## src/rtl/rr_arbiter_16_if.sv

```systemverilog
// Request/grant bundle between 16 clients and the round-robin arbiter.
// The master side drives requests and done; the slave side is the arbiter.
interface rr_arbiter_16_if;
  logic [15:0] req;
  logic        done;
  logic [15:0] grant;
  logic [3:0]  grant_idx;
  logic        grant_valid;

  modport master (
    output req,
    output done,
    input  grant,
    input  grant_idx,
    input  grant_valid
  );

  modport slave (
    input  req,
    input  done,
    output grant,
    output grant_idx,
    output grant_valid
  );
endinterface

```

## src/rtl/rr_arbiter_16.sv

```systemverilog
// 16-way round-robin arbiter: a thermometer mask above the last-released
// client selects the next winner; the grant is registered and held until done.
module rr_arbiter_16 (
  input  logic          clk,
  input  logic          rst,
  rr_arbiter_16_if.slave bus
);

  typedef enum logic {
    IDLE = 1'b0,
    BUSY = 1'b1
  } state_t;

  state_t      state, state_next;
  logic [3:0]  ptr, ptr_next;
  logic [15:0] grant_r, grant_next;
  logic [3:0]  idx_r, idx_next;
  logic        valid_r, valid_next;

  logic [15:0] mask;
  logic [15:0] hi;
  logic [3:0]  winner;

  // Bits strictly above the pointer get priority.
  function automatic logic [15:0] thermo_mask(input logic [3:0] p);
    logic [15:0] m;
    for (int i = 0; i < 16; i++) begin
      m[i] = (i > int'(p));
    end
    return m;
  endfunction

  function automatic logic [3:0] lowest_set(input logic [15:0] v);
    logic [3:0] idx;
    idx = '0;
    for (int i = 15; i >= 0; i--) begin
      if (v[i]) idx = 4'(i);
    end
    return idx;
  endfunction

  always_comb begin
    mask   = thermo_mask(ptr);
    hi     = bus.req & mask;
    winner = (|hi) ? lowest_set(hi) : lowest_set(bus.req);
  end

  always_comb begin
    state_next = state;
    ptr_next   = ptr;
    grant_next = grant_r;
    idx_next   = idx_r;
    valid_next = valid_r;
    case (state)
      IDLE: begin
        if (|bus.req) begin
          grant_next = 16'd1 << winner;
          idx_next   = winner;
          valid_next = 1'b1;
          state_next = BUSY;
        end
      end
      BUSY: begin
        // Pointer advances only on release, so an abandoned grant leaves no trace.
        if (bus.done) begin
          ptr_next   = idx_r;
          grant_next = '0;
          idx_next   = '0;
          valid_next = 1'b0;
          state_next = IDLE;
        end
      end
      default: begin
        state_next = IDLE;
        grant_next = '0;
        idx_next   = '0;
        valid_next = 1'b0;
      end
    endcase
  end

  always_ff @(posedge clk or posedge rst) begin
    if (rst) begin
      state   <= IDLE;
      ptr     <= 4'd15;
      grant_r <= '0;
      idx_r   <= '0;
      valid_r <= 1'b0;
    end else begin
      state   <= state_next;
      ptr     <= ptr_next;
      grant_r <= grant_next;
      idx_r   <= idx_next;
      valid_r <= valid_next;
    end
  end

  assign bus.grant       = grant_r;
  assign bus.grant_idx   = idx_r;
  assign bus.grant_valid = valid_r;

endmodule

```

## src/flat_wrapper.sv

```systemverilog
// flat-port wrapper written by rule: the top's interface ports become plain ports
module rr_arbiter_16_flat 
  (clk, rst, bus_req, bus_done, bus_grant, bus_grant_idx, bus_grant_valid);
  rr_arbiter_16_if bus_i ();
  input  logic clk;
  input  logic rst;
  input wire logic [$bits(bus_i.req)-1:0] bus_req;
  input wire logic [$bits(bus_i.done)-1:0] bus_done;
  output wire logic [$bits(bus_i.grant)-1:0] bus_grant;
  output wire logic [$bits(bus_i.grant_idx)-1:0] bus_grant_idx;
  output wire logic [$bits(bus_i.grant_valid)-1:0] bus_grant_valid;
  assign bus_i.req = bus_req;
  assign bus_i.done = bus_done;
  assign bus_grant = bus_i.grant;
  assign bus_grant_idx = bus_i.grant_idx;
  assign bus_grant_valid = bus_i.grant_valid;
  rr_arbiter_16 u_core (.clk(clk), .rst(rst), .bus(bus_i));
endmodule
```

## config.mk

```make
export PLATFORM = sky130hd
export DESIGN_NAME = rr_arbiter_16_flat
export DESIGN_NICKNAME = d
export VERILOG_FILES = /design/src/rtl/rr_arbiter_16_if.sv /design/src/rtl/rr_arbiter_16.sv /design/src/flat_wrapper.sv
export SDC_FILE = /design/constraint.sdc
export NUM_CORES = 1
export LEC_CHECK = 0
export CORE_MARGIN = 1.5
export CORE_UTILIZATION = 50
export DETAILED_ROUTE_END_ITERATION = 10
export HOLD_SLACK_MARGIN = 0.02
export PLACE_DENSITY_LB_ADDON = 0.05
export SYNTH_ARGS = -nofsm -noshare
export SYNTH_HDL_FRONTEND = slang
export SYNTH_SLANG_ARGS = --single-unit
```

## constraint.sdc

```tcl
create_clock -name clk -period 2.7 [get_ports clk]
set_input_delay 0.54 -clock clk [delete_from_list [all_inputs] [get_ports clk]]
set_output_delay 0.54 -clock clk [all_outputs]
set_load 0.02 [all_outputs]
```

==> impl_metrics.toml, run 1 <==
[run_status]
status = "finished, final reports clean"

[critical_path]
crit_chain = "clkdlybuf4s50_1 -> a21boi_1 -> o21a_1 -> nor4b_2 -> nor3b_2 -> buf_4 -> a211o_1 -> o211ai_2 -> buf_12 -> o31ai_1"
max_stage_delay_ps = 450
cp-start-kind = "primary input"
path_max_fanout = 17
critical_path_class = "in2reg"
required_ps = 2920
arrival_ps = 2850
endpoint_kind = "flip-flop"
crit_path_top_delay_cell = "clkdlybuf4s50_1"

[yosys]
synth_area_leader_cell = "dfrtp_1"
synth_flop_cell = "dfrtp_1"
yosys-top-cells-area = "dfrtp_1, dfstp_2, nand2_1"
async_reset_ff_frac = 1.000
netlist.area_leader.share = 0.3240
synth.top_cells.by_count = "nand2_1, dfrtp_1, nor2_1, o21ai_0"
netlist_area_um2 = 1699
yosys_warnings = 0
synth_edf_count = 0
synth_cell_types = 52
syn_avg_cell_area_um2 = 9.234
syn-num-nets = 203
ys_seq_elements = 26
yosysMostFrequentCell = "nand2_1"
ys_seq_area_frac = 0.3859
synthCells = 184

[power_and_ir_drop]
ir_drop_mv = 0.4729
switchingPower_w = 0.0005927
power.internal_w = 0.0008975
leakagePower_nw = 1.052
p_per_area_nw_per_um2 = 592.2
clkPwrFrac = 0.129
combPwrFrac = 0.507
p_seq_frac = 0.364
switching_share = 0.3977

[sta]
worst_slack_ps = 67.92
timing_worst_slew_pin_value_ps = 525.6
final_hold_viol_count = 0
layout_min_cycle_time_ps = 2632
slew_headroom = 0.6480
drv_slew = 0
finalCritPeriodShare = 0.9748
clock_skew_ps = 2.778
fmax_mhz = 379.9
setup_viol = 0

[drt]
drcViolationCount = 0
via_per_inst = 5.997
firstDrtPassIters = 5
dr.first_iter.drc_count = 107
dr_total_vias = 1847
wl_per_cell_um = 17.70
wl_mm = 5.453
ant_nets = 0

[cts]
clockRootBuffer = "clkbuf_4"
insertion_delay_ps = 310
postCtsHoldBufs = 0
cts.clk_slew.worst_paths_ps = 130
clkSinkCount = 26
cts_buffer_depth = 2
cts_tree = "done"
htreeDepth = 1
cts_inserted_buffers = 3

[floorplan]
die_area_um2 = 3757
start_util = 0.5432
num_io_pins = 40
design.core.area_um2 = 3128
dieWidth_um = 61.30
placementRows = 20
die_y_um = 61.30

[global_routing]
grt_use_total = 0.3030
grt_pass1_vias = 1767
antenna_found_initial = 0
grt_max_degree = 27
overflow = 0
grt_pass1_wl_mm = 8.231

[placement]
pre_cts_ws_ps = -376.1
port_buffers = 39
dp.final_hpwl_mm = 4.006
gp_congestion = 0.9588

[layout]
syn_to_final_growth_pct = 48.09
drive_gt1_frac = 0.2879
fin_nets = 284
diodes = 0
fin_util = 0.8044

[job]
timing.max_cap.violations = 0

[min_path]
hp-class = "reg2reg"
==> flip-flops by register name, summed over array words and instances (netlist names) <==
signal / flops
u_core.bus.grant: 16
u_core.bus.grant_idx: 4
u_core.bus.grant_valid: 1
u_core.ptr: 4
u_core.state: 1
==> worst paths after layout <==
check / to / slack [ps] / cells past startpoint / startpoint
min in group asynchronous: u_core.bus.grant_idx[0] / 560 / 3 / rst
worst max-delay path: u_core.bus.grant[5] / 70 / 10 / bus_req[3]
worst min-delay path: u_core.bus.grant[7] / 500 / 2 / u_core.bus.grant[7]
worst max register to register: u_core.bus.grant[5] / 70 / 9 / u_core.ptr[1]
max in group asynchronous: u_core.ptr[2] / 1850 / 3 / rst
worst min register to register: u_core.bus.grant[7] / 500 / 2 / u_core.bus.grant[7]
==> cell usage in the layout (no fill, tap or decap), drive strengths merged, types with 5 or more instances in the layout <==
cell and instances:
nand2 25, a32o 5, a21oi 8, buf 43
nand2b 5, nor2 16, dfrtp 22, a22o 7
o31ai 7, nor2b 8, inv 6, clkbuf 5
clkdlybuf4s50 39, o21ai 11
==> critical path: cells and delay by family <==
family | cells | cell delay [ps]
compound gates | 5 | 870
simple gates | 2 | 640
buf+inv | 3 | 770
==> cell type report <==
| class | count | area, µm² |
|---|---|---|
| Clock buffer | 4 | 36.28 |
| Tap cell | 44 | 55.05 |
| Inverter | 6 | 22.52 |
| Multi-Input combinational cell | 145 | 1012 |
| Fill cell | 201 | 611.8 |
| Timing Repair Buffer | 83 | 730.7 |
| Sequential cell | 26 | 659.4 |
==> power by group through the flow <==
stage	logic, W	registers, W	clock network, W
global placement	0.000652	0.000553	0
global route	0.000804	0.000547	0.000205
detailed placement	0.000673	0.000558	0
floorplan	0.000375	0.000544	0
finish	0.000756	0.000542	0.000192
CTS	0.000686	0.000552	0.000194
==> what timing repair did <==
action	CTS	global route
resized for setup	0	8
cloned	1	0
setup buffers	0	5
setup endpoints to repair	2	18
==> metal layers <==
metal,wire length (µm),global-route usage
met1,2106,0.3577
met2,2934,0.5608
met3,274,0.02941
met4,138,0.1211
met5,0,0
==> metrics by stage <==
step                power (W)  setup TNS, ps  hold slack (ps)  area, µm²  instances
floorplan           0.0009186              0            510.8       1699        184
global placement     0.001205          -2145            464.5       2405        298
detailed placement   0.001231          -4279            470.3       2405        298
CTS                  0.001432              0            500.5       2447        303
global route         0.001557         -184.1            538.0       2516        308
finish               0.001490              0            498.2       2516        308
==> cells by family (layout without fill, tap and decap cells) <==
| family | count (synthesis) | count (layout) | synth area share |
|---|---|---|---|
| AO/OA/AOI/OAI | 65 | 66 | 0.3019 |
| flip-flops | 26 | 26 | 0.3859 |
| buffers and inverters | 14 | 93 | 0.03976 |
| AND/OR/NAND/NOR | 73 | 73 | 0.2342 |
| multiplexers | 6 | 6 | 0.03829 |
Power figures use the tool's default switching activity.
==> inputs of run 2 (changes only) <==
--- a/config.mk
+++ b/config.mk
@@ -5,11 +5,12 @@
 export SDC_FILE = /design/constraint.sdc
 export NUM_CORES = 1
 export LEC_CHECK = 0
-export CORE_MARGIN = 1.5
 export CORE_UTILIZATION = 50
 export DETAILED_ROUTE_END_ITERATION = 10
 export HOLD_SLACK_MARGIN = 0.02
 export PLACE_DENSITY_LB_ADDON = 0.05
+export REMOVE_ABC_BUFFERS = 1
+export SETUP_SLACK_MARGIN = 0.2
 export SYNTH_ARGS = -nofsm -noshare
 export SYNTH_HDL_FRONTEND = slang
 export SYNTH_SLANG_ARGS = --single-unit
==> run 2 against run 1 <==
Compared with the run above: clock power increased by 7%; cell area rose by 11%; clock skew increased by 11 ps; first-iteration DRC count up 140%; flip-flop and latch count unchanged; highest routed layer unchanged.
==> impl_metrics.toml, run 2 (synthesis results as in run 1) <==
[layout]
layout_commonest_cell = "buf_4"
multi_input_area_um2 = 1084
fill_cells = 137
diodes = 0
fin_nets = 303
fin_util = 0.8920
drive_gt1_frac = 0.3816
syn_to_final_growth_pct = 64.21
layout_common_cells = "buf_4, clkdlybuf4s50_1, nand2_1"
largest_register_ffs = 16
seqCellArea_um2 = 655.6

[sta]
finalCritPeriodShare = 0.9818
timing_worst_slew_pin_value_ps = 419.2
setup_viol = 0
rsz0062_at_grt = "true"
slew_headroom = 0.7182
layout_min_cycle_time_ps = 2651
fmax_mhz = 377.2
final_hold_viol_count = 0
worst_slack_ps = 49.11
clock_skew_ps = 14.07
drv_slew = 0

[critical_path]
reg2reg_from = "u_core.ptr[1]"
r2r_end = "u_core.bus.grant[14]"
cp-start-kind = "flip-flop"
r2r_cells = 10
max_stage_delay_ps = 700
endpoint_kind = "flip-flop"
critical_path_class = "reg2reg"
arrival_ps = 2950
crit_chain = "buf_4 -> nand3_1 -> o22ai_1 -> nand2_1 -> nor3b_4 -> buf_6 -> o211ai_1 -> o211ai_4 -> clkbuf_16 -> a32o_1"
crit_path_top_delay_cell = "dfstp_2"
path_max_fanout = 7
rrSetupSlack_ps = 50
required_ps = 2990

[cts]
postCtsHoldBufs = 0
cts_inserted_buffers = 3
htreeDepth = 1
clkSinkCount = 26
cts_tree = "done"
clockRootBuffer = "clkbuf_4"
cts.clk_slew.worst_paths_ps = 150
insertion_delay_ps = 340
cts_buffer_depth = 2

[global_routing]
grt_max_degree = 27
grt_use_total = 0.3076
grt_pass1_wl_mm = 8.252
antenna_found_initial = 0
overflow = 0
grt_pass1_vias = 1768

[min_path]
min_from = "u_core.bus.grant[5]"
hold_depth = 2
hp-class = "reg2reg"
hold-path-endpoint = "u_core.bus.grant[5]"

[power_and_ir_drop]
leakagePower_nw = 1.219
p_per_area_nw_per_um2 = 652.4
ir_drop_mv = 0.4480

[drt]
firstDrtPassIters = 5
drcViolationCount = 0
ant_nets = 0
wl_per_cell_um = 20.69
dr.first_iter.drc_count = 256
dr_total_vias = 2117
wl_mm = 6.767
via_per_inst = 6.474

[placement]
port_buffers = 39
gp_congestion = 0.9482
dp.final_hpwl_mm = 3.697
pre_cts_ws_ps = -240.3

[job]
timing.max_cap.violations = 0

[floorplan]
dieWidth_um = 60.30
start_util = 0.5432
placementRows = 20
design.core.area_um2 = 3128
die_area_um2 = 3635
die_y_um = 60.30
num_io_pins = 40

[run_status]
status = "finished, final reports clean"
## run 2: how the worst max path moves through the flow
stage                  start                    to  slack [ps]
2_1_floorplan    bus_req[13]   u_core.bus.grant[0]          60
3_3_place_gp     bus_req[13]   u_core.bus.grant[0]        -160
3_5_place_dp     bus_req[13]   u_core.bus.grant[0]        -240
4_1_cts        u_core.ptr[1]   u_core.bus.grant[8]         190
5_1_grt        u_core.ptr[1]  u_core.bus.grant[14]           4
6_report       u_core.ptr[1]  u_core.bus.grant[14]          50
## run 2: where the power goes
group | switching (W) | leakage (nW) | internal (W) | total, W
clock | 0.000123 | 0.0210 | 0.0000828 | 0.000206
combinational | 0.000514 | 0.859 | 0.000560 | 0.00107
sequential | 0.0000814 | 0.339 | 0.000459 | 0.000540
## run 2: worst max-delay path, delay by kind of cell (launching register included)
kind,cells,cell delay (ps)
buf+inv,3,530
flops,1,700
compound gates,4,720
simple gates,3,660
## run 2: layout make-up
type	count	area share
timing repair buffer	103	0.3359
clock buffer	4	0.01300
sequential	26	0.2350
tap	44	0.01973
inverter	6	0.008072
multi-input combinational	144	0.3883
## run 2: repair_timing
item	in CTS	in global routing
buffers inserted	10	12
cloned	0	2
setup endpoints to repair	18	20
gates resized for setup	8	24
pin swaps	6	9
## run 2: layer usage
layer	wire, µm	share of wire	vias up	global-route usage
li1	-	-	901	-
met1	2662	0.39	1006	0.4170
met2	3203	0.47	168	0.4945
met4	269	0.040	0	0.09302
met5	0	0	-	0
met3	631	0.093	42	0.05628
## run 2: through the flow
step           hold WS, ps  cell area [µm²]  TNS [ps]  total power, W  cells
2_1_floorplan        510.8             1654         0       0.0008859    176
3_3_place_gp         463.0             2412     -2105        0.001216    299
3_5_place_dp         479.2             2412     -3112        0.001239    299
4_1_cts              510.6             2535         0        0.001512    313
5_1_grt              549.8             2790         0        0.001880    327
6_report             519.2             2790         0        0.001820    327
==> inputs of run 3 (changes only) <==
--- a/config.mk
+++ b/config.mk
@@ -5,12 +5,13 @@
 export SDC_FILE = /design/constraint.sdc
 export NUM_CORES = 1
 export LEC_CHECK = 0
+export ABC_CLOCK_PERIOD_IN_PS = 2700
 export CORE_UTILIZATION = 50
 export DETAILED_ROUTE_END_ITERATION = 10
 export HOLD_SLACK_MARGIN = 0.02
 export PLACE_DENSITY_LB_ADDON = 0.05
 export REMOVE_ABC_BUFFERS = 1
-export SETUP_SLACK_MARGIN = 0.2
+export SETUP_SLACK_MARGIN = 0.5
 export SYNTH_ARGS = -nofsm -noshare
 export SYNTH_HDL_FRONTEND = slang
 export SYNTH_SLANG_ARGS = --single-unit
==> run 3 against run 2 <==
Compared with the run above: the run now ends with setup timing left; sequential share of layout area increased by 0.14 points; non-clock buffer count increased by 1; clock skew increased by 15 ps; first-iteration DRC count decreased by 19%; total power decreased by 5.8%; cell area decreased by 0.58%; via count decreased by 1.9%; critical path depth decreased by 1; critical endpoint is now u_core.bus.grant[13]; highest routed layer unchanged.
==> impl_metrics.toml, run 3 (synthesis results as in run 1) <==
[sta]
finalCritPeriodShare = 1.027
layout_min_cycle_time_ps = 2774
clock_skew_ps = 29.02
slew_headroom = 0.6429
rsz0062_at_grt = "true"
final_hold_viol_count = 0
setup_viol = 2
drv_slew = 0
worst_slack_ps = -73.59
timing_worst_slew_pin_value_ps = 533.7
holdWs_ps = 513.5
fmax_mhz = 360.5

[floorplan]
start_util = 0.5432
placementRows = 20
num_io_pins = 40
dieWidth_um = 60.30
design.core.area_um2 = 3128
die_area_um2 = 3635
die_y_um = 60.30

[drt]
dr_total_vias = 2077
wl_per_cell_um = 21.05
firstDrtPassIters = 6
drcViolationCount = 0
wl_mm = 6.905
dr.first_iter.drc_count = 208
via_per_inst = 6.332
ant_nets = 0

[global_routing]
grt_pass1_wl_mm = 8.721
grt_pass1_vias = 1906
grt_use_total = 0.3280
grt_max_degree = 27
antenna_found_initial = 0
overflow = 0

[critical_path]
max_stage_delay_ps = 670
reg2reg_from = "u_core.ptr[1]"
crit_family = "simple AND/OR/NAND/NOR gates"
path_buf_inv = 2
endpoint_kind = "flip-flop"
r2r_end = "u_core.bus.grant[13]"
worst_path_most_repeated_cell = "buf_4"
cp-start-kind = "flip-flop"
crit_path_top_delay_cell = "dfstp_2"
rrSetupSlack_ps = -70
critical_path_class = "reg2reg"
arrival_ps = 3030
required_ps = 2960
r2r_cells = 9
path_max_fanout = 7
crit_chain = "and2b_1 -> o21a_1 -> nor4b_2 -> buf_4 -> a22o_1 -> nor3b_1 -> buf_4 -> nand2_1 -> o21ai_0"

[job]
timing.max_cap.violations = 0

[layout]
largest_register_ffs = 16
finish.instance_area_um2 = 2774
fill_cells = 150
drive_gt1_frac = 0.3979
syn_to_final_growth_pct = 63.25
fin_nets = 304
diodes = 0
layout_common_cells = "buf_4, clkdlybuf4s50_1, nand2_1"
layout_commonest_cell = "buf_4"

[run_status]
violations = "setup timing"
status = "finished with violations"

[power_and_ir_drop]
clkPwrFrac = 0.121
switchingPower_w = 0.0006974
switching_share = 0.4066
p_per_area_nw_per_um2 = 618.3
leakagePower_nw = 1.220
combPwrFrac = 0.562
ir_drop_mv = 0.4220
power.internal_w = 0.001018
p_seq_frac = 0.317

[cts]
cts_tree = "done"
postCtsHoldBufs = 0
clkSinkCount = 26
cts_buffer_depth = 2
insertion_delay_ps = 350
htreeDepth = 1
clockRootBuffer = "clkbuf_4"
cts.clk_slew.worst_paths_ps = 170
cts_inserted_buffers = 3

[placement]
pre_cts_ws_ps = -240.3
placed_cell_area_um2 = 2412
port_buffers = 39
dp.final_hpwl_mm = 3.697
gp_congestion = 0.9482

[min_path]
hold_depth = 2
hold-path-endpoint = "u_core.bus.grant[3]"
min_from = "u_core.bus.grant[3]"
hp-class = "reg2reg"
run 3: final cells by class:
type	instances	area, µm²	share of cell area
Sequential cell	26	655.6	0.2364
Multi-Input combinational cell	144	1096	0.3951
Tap cell	44	55.05	0.01985
Clock buffer	4	36.28	0.01308
Timing Repair Buffer	104	908.4	0.3275
Inverter	6	22.52	0.008119
run 3: power groups by stage:
stage	Clock, W	Sequential (W)	Combinational, W
final	0.000208	0.000543	0.000964
after global routing	0.000220	0.000545	0.000999
after CTS	0.000201	0.000538	0.000826
after detailed placement	0	0.000557	0.000682
after global placement	0	0.000550	0.000665
after floorplan	0	0.000577	0.000309
run 3: how the worst max path moves through the flow:
| stage | from | end | slack (ps) | cells after the start |
|---|---|---|---|---|
| CTS | u_core.ptr[1] | u_core.bus.grant[10] | 250 | 9 |
| global placement | bus_req[13] | u_core.bus.grant[0] | -160 | 8 |
| floorplan | bus_req[13] | u_core.bus.grant[0] | 60 | 5 |
| detailed placement | bus_req[13] | u_core.bus.grant[0] | -240 | 8 |
| global route | u_core.ptr[1] | u_core.bus.grant[13] | -130 | 9 |
| finish | u_core.ptr[1] | u_core.bus.grant[13] | -70 | 9 |
run 3: worst reg2reg max path, cell delays in order (launching register included):
cell     delay, ps
dfstp_2        670
and2b_1        250
o21a_1         240
nor4b_2        410
buf_4          180
a22o_1         200
nor3b_1        270
buf_4          180
nand2_1         70
o21ai_0        240
run 3: layer usage:
layer | vias to the layer above | wire length (µm) | global-route usage
li1 | 893 | - | -
met1 | 992 | 2620 | 0.4170
met2 | 161 | 3340 | 0.5400
met3 | 31 | 706 | 0.07359
met4 | 0 | 237 | 0.1196
met5 | - | 0 | 0
run 3: repair_timing:
action	in CTS	in global routing
gates cloned	1	0
setup endpoints to repair	20	20
buffers inserted	14	10
gates resized for setup	42	19
pin swaps	16	6
run 3: through the flow:
stage / setup TNS (ps) / cells / utilization / total power [W]
4_1_cts: 0 / 318 / 0.8452 / 0.001565
6_report: -142.5 / 328 / 0.8868 / 0.001715
3_3_place_gp: -2105 / 299 / 0.7712 / 0.001216
5_1_grt: -276.9 / 328 / 0.8868 / 0.001764
3_5_place_dp: -3112 / 299 / 0.7712 / 0.001239
2_1_floorplan: 0 / 176 / - / 0.0008859
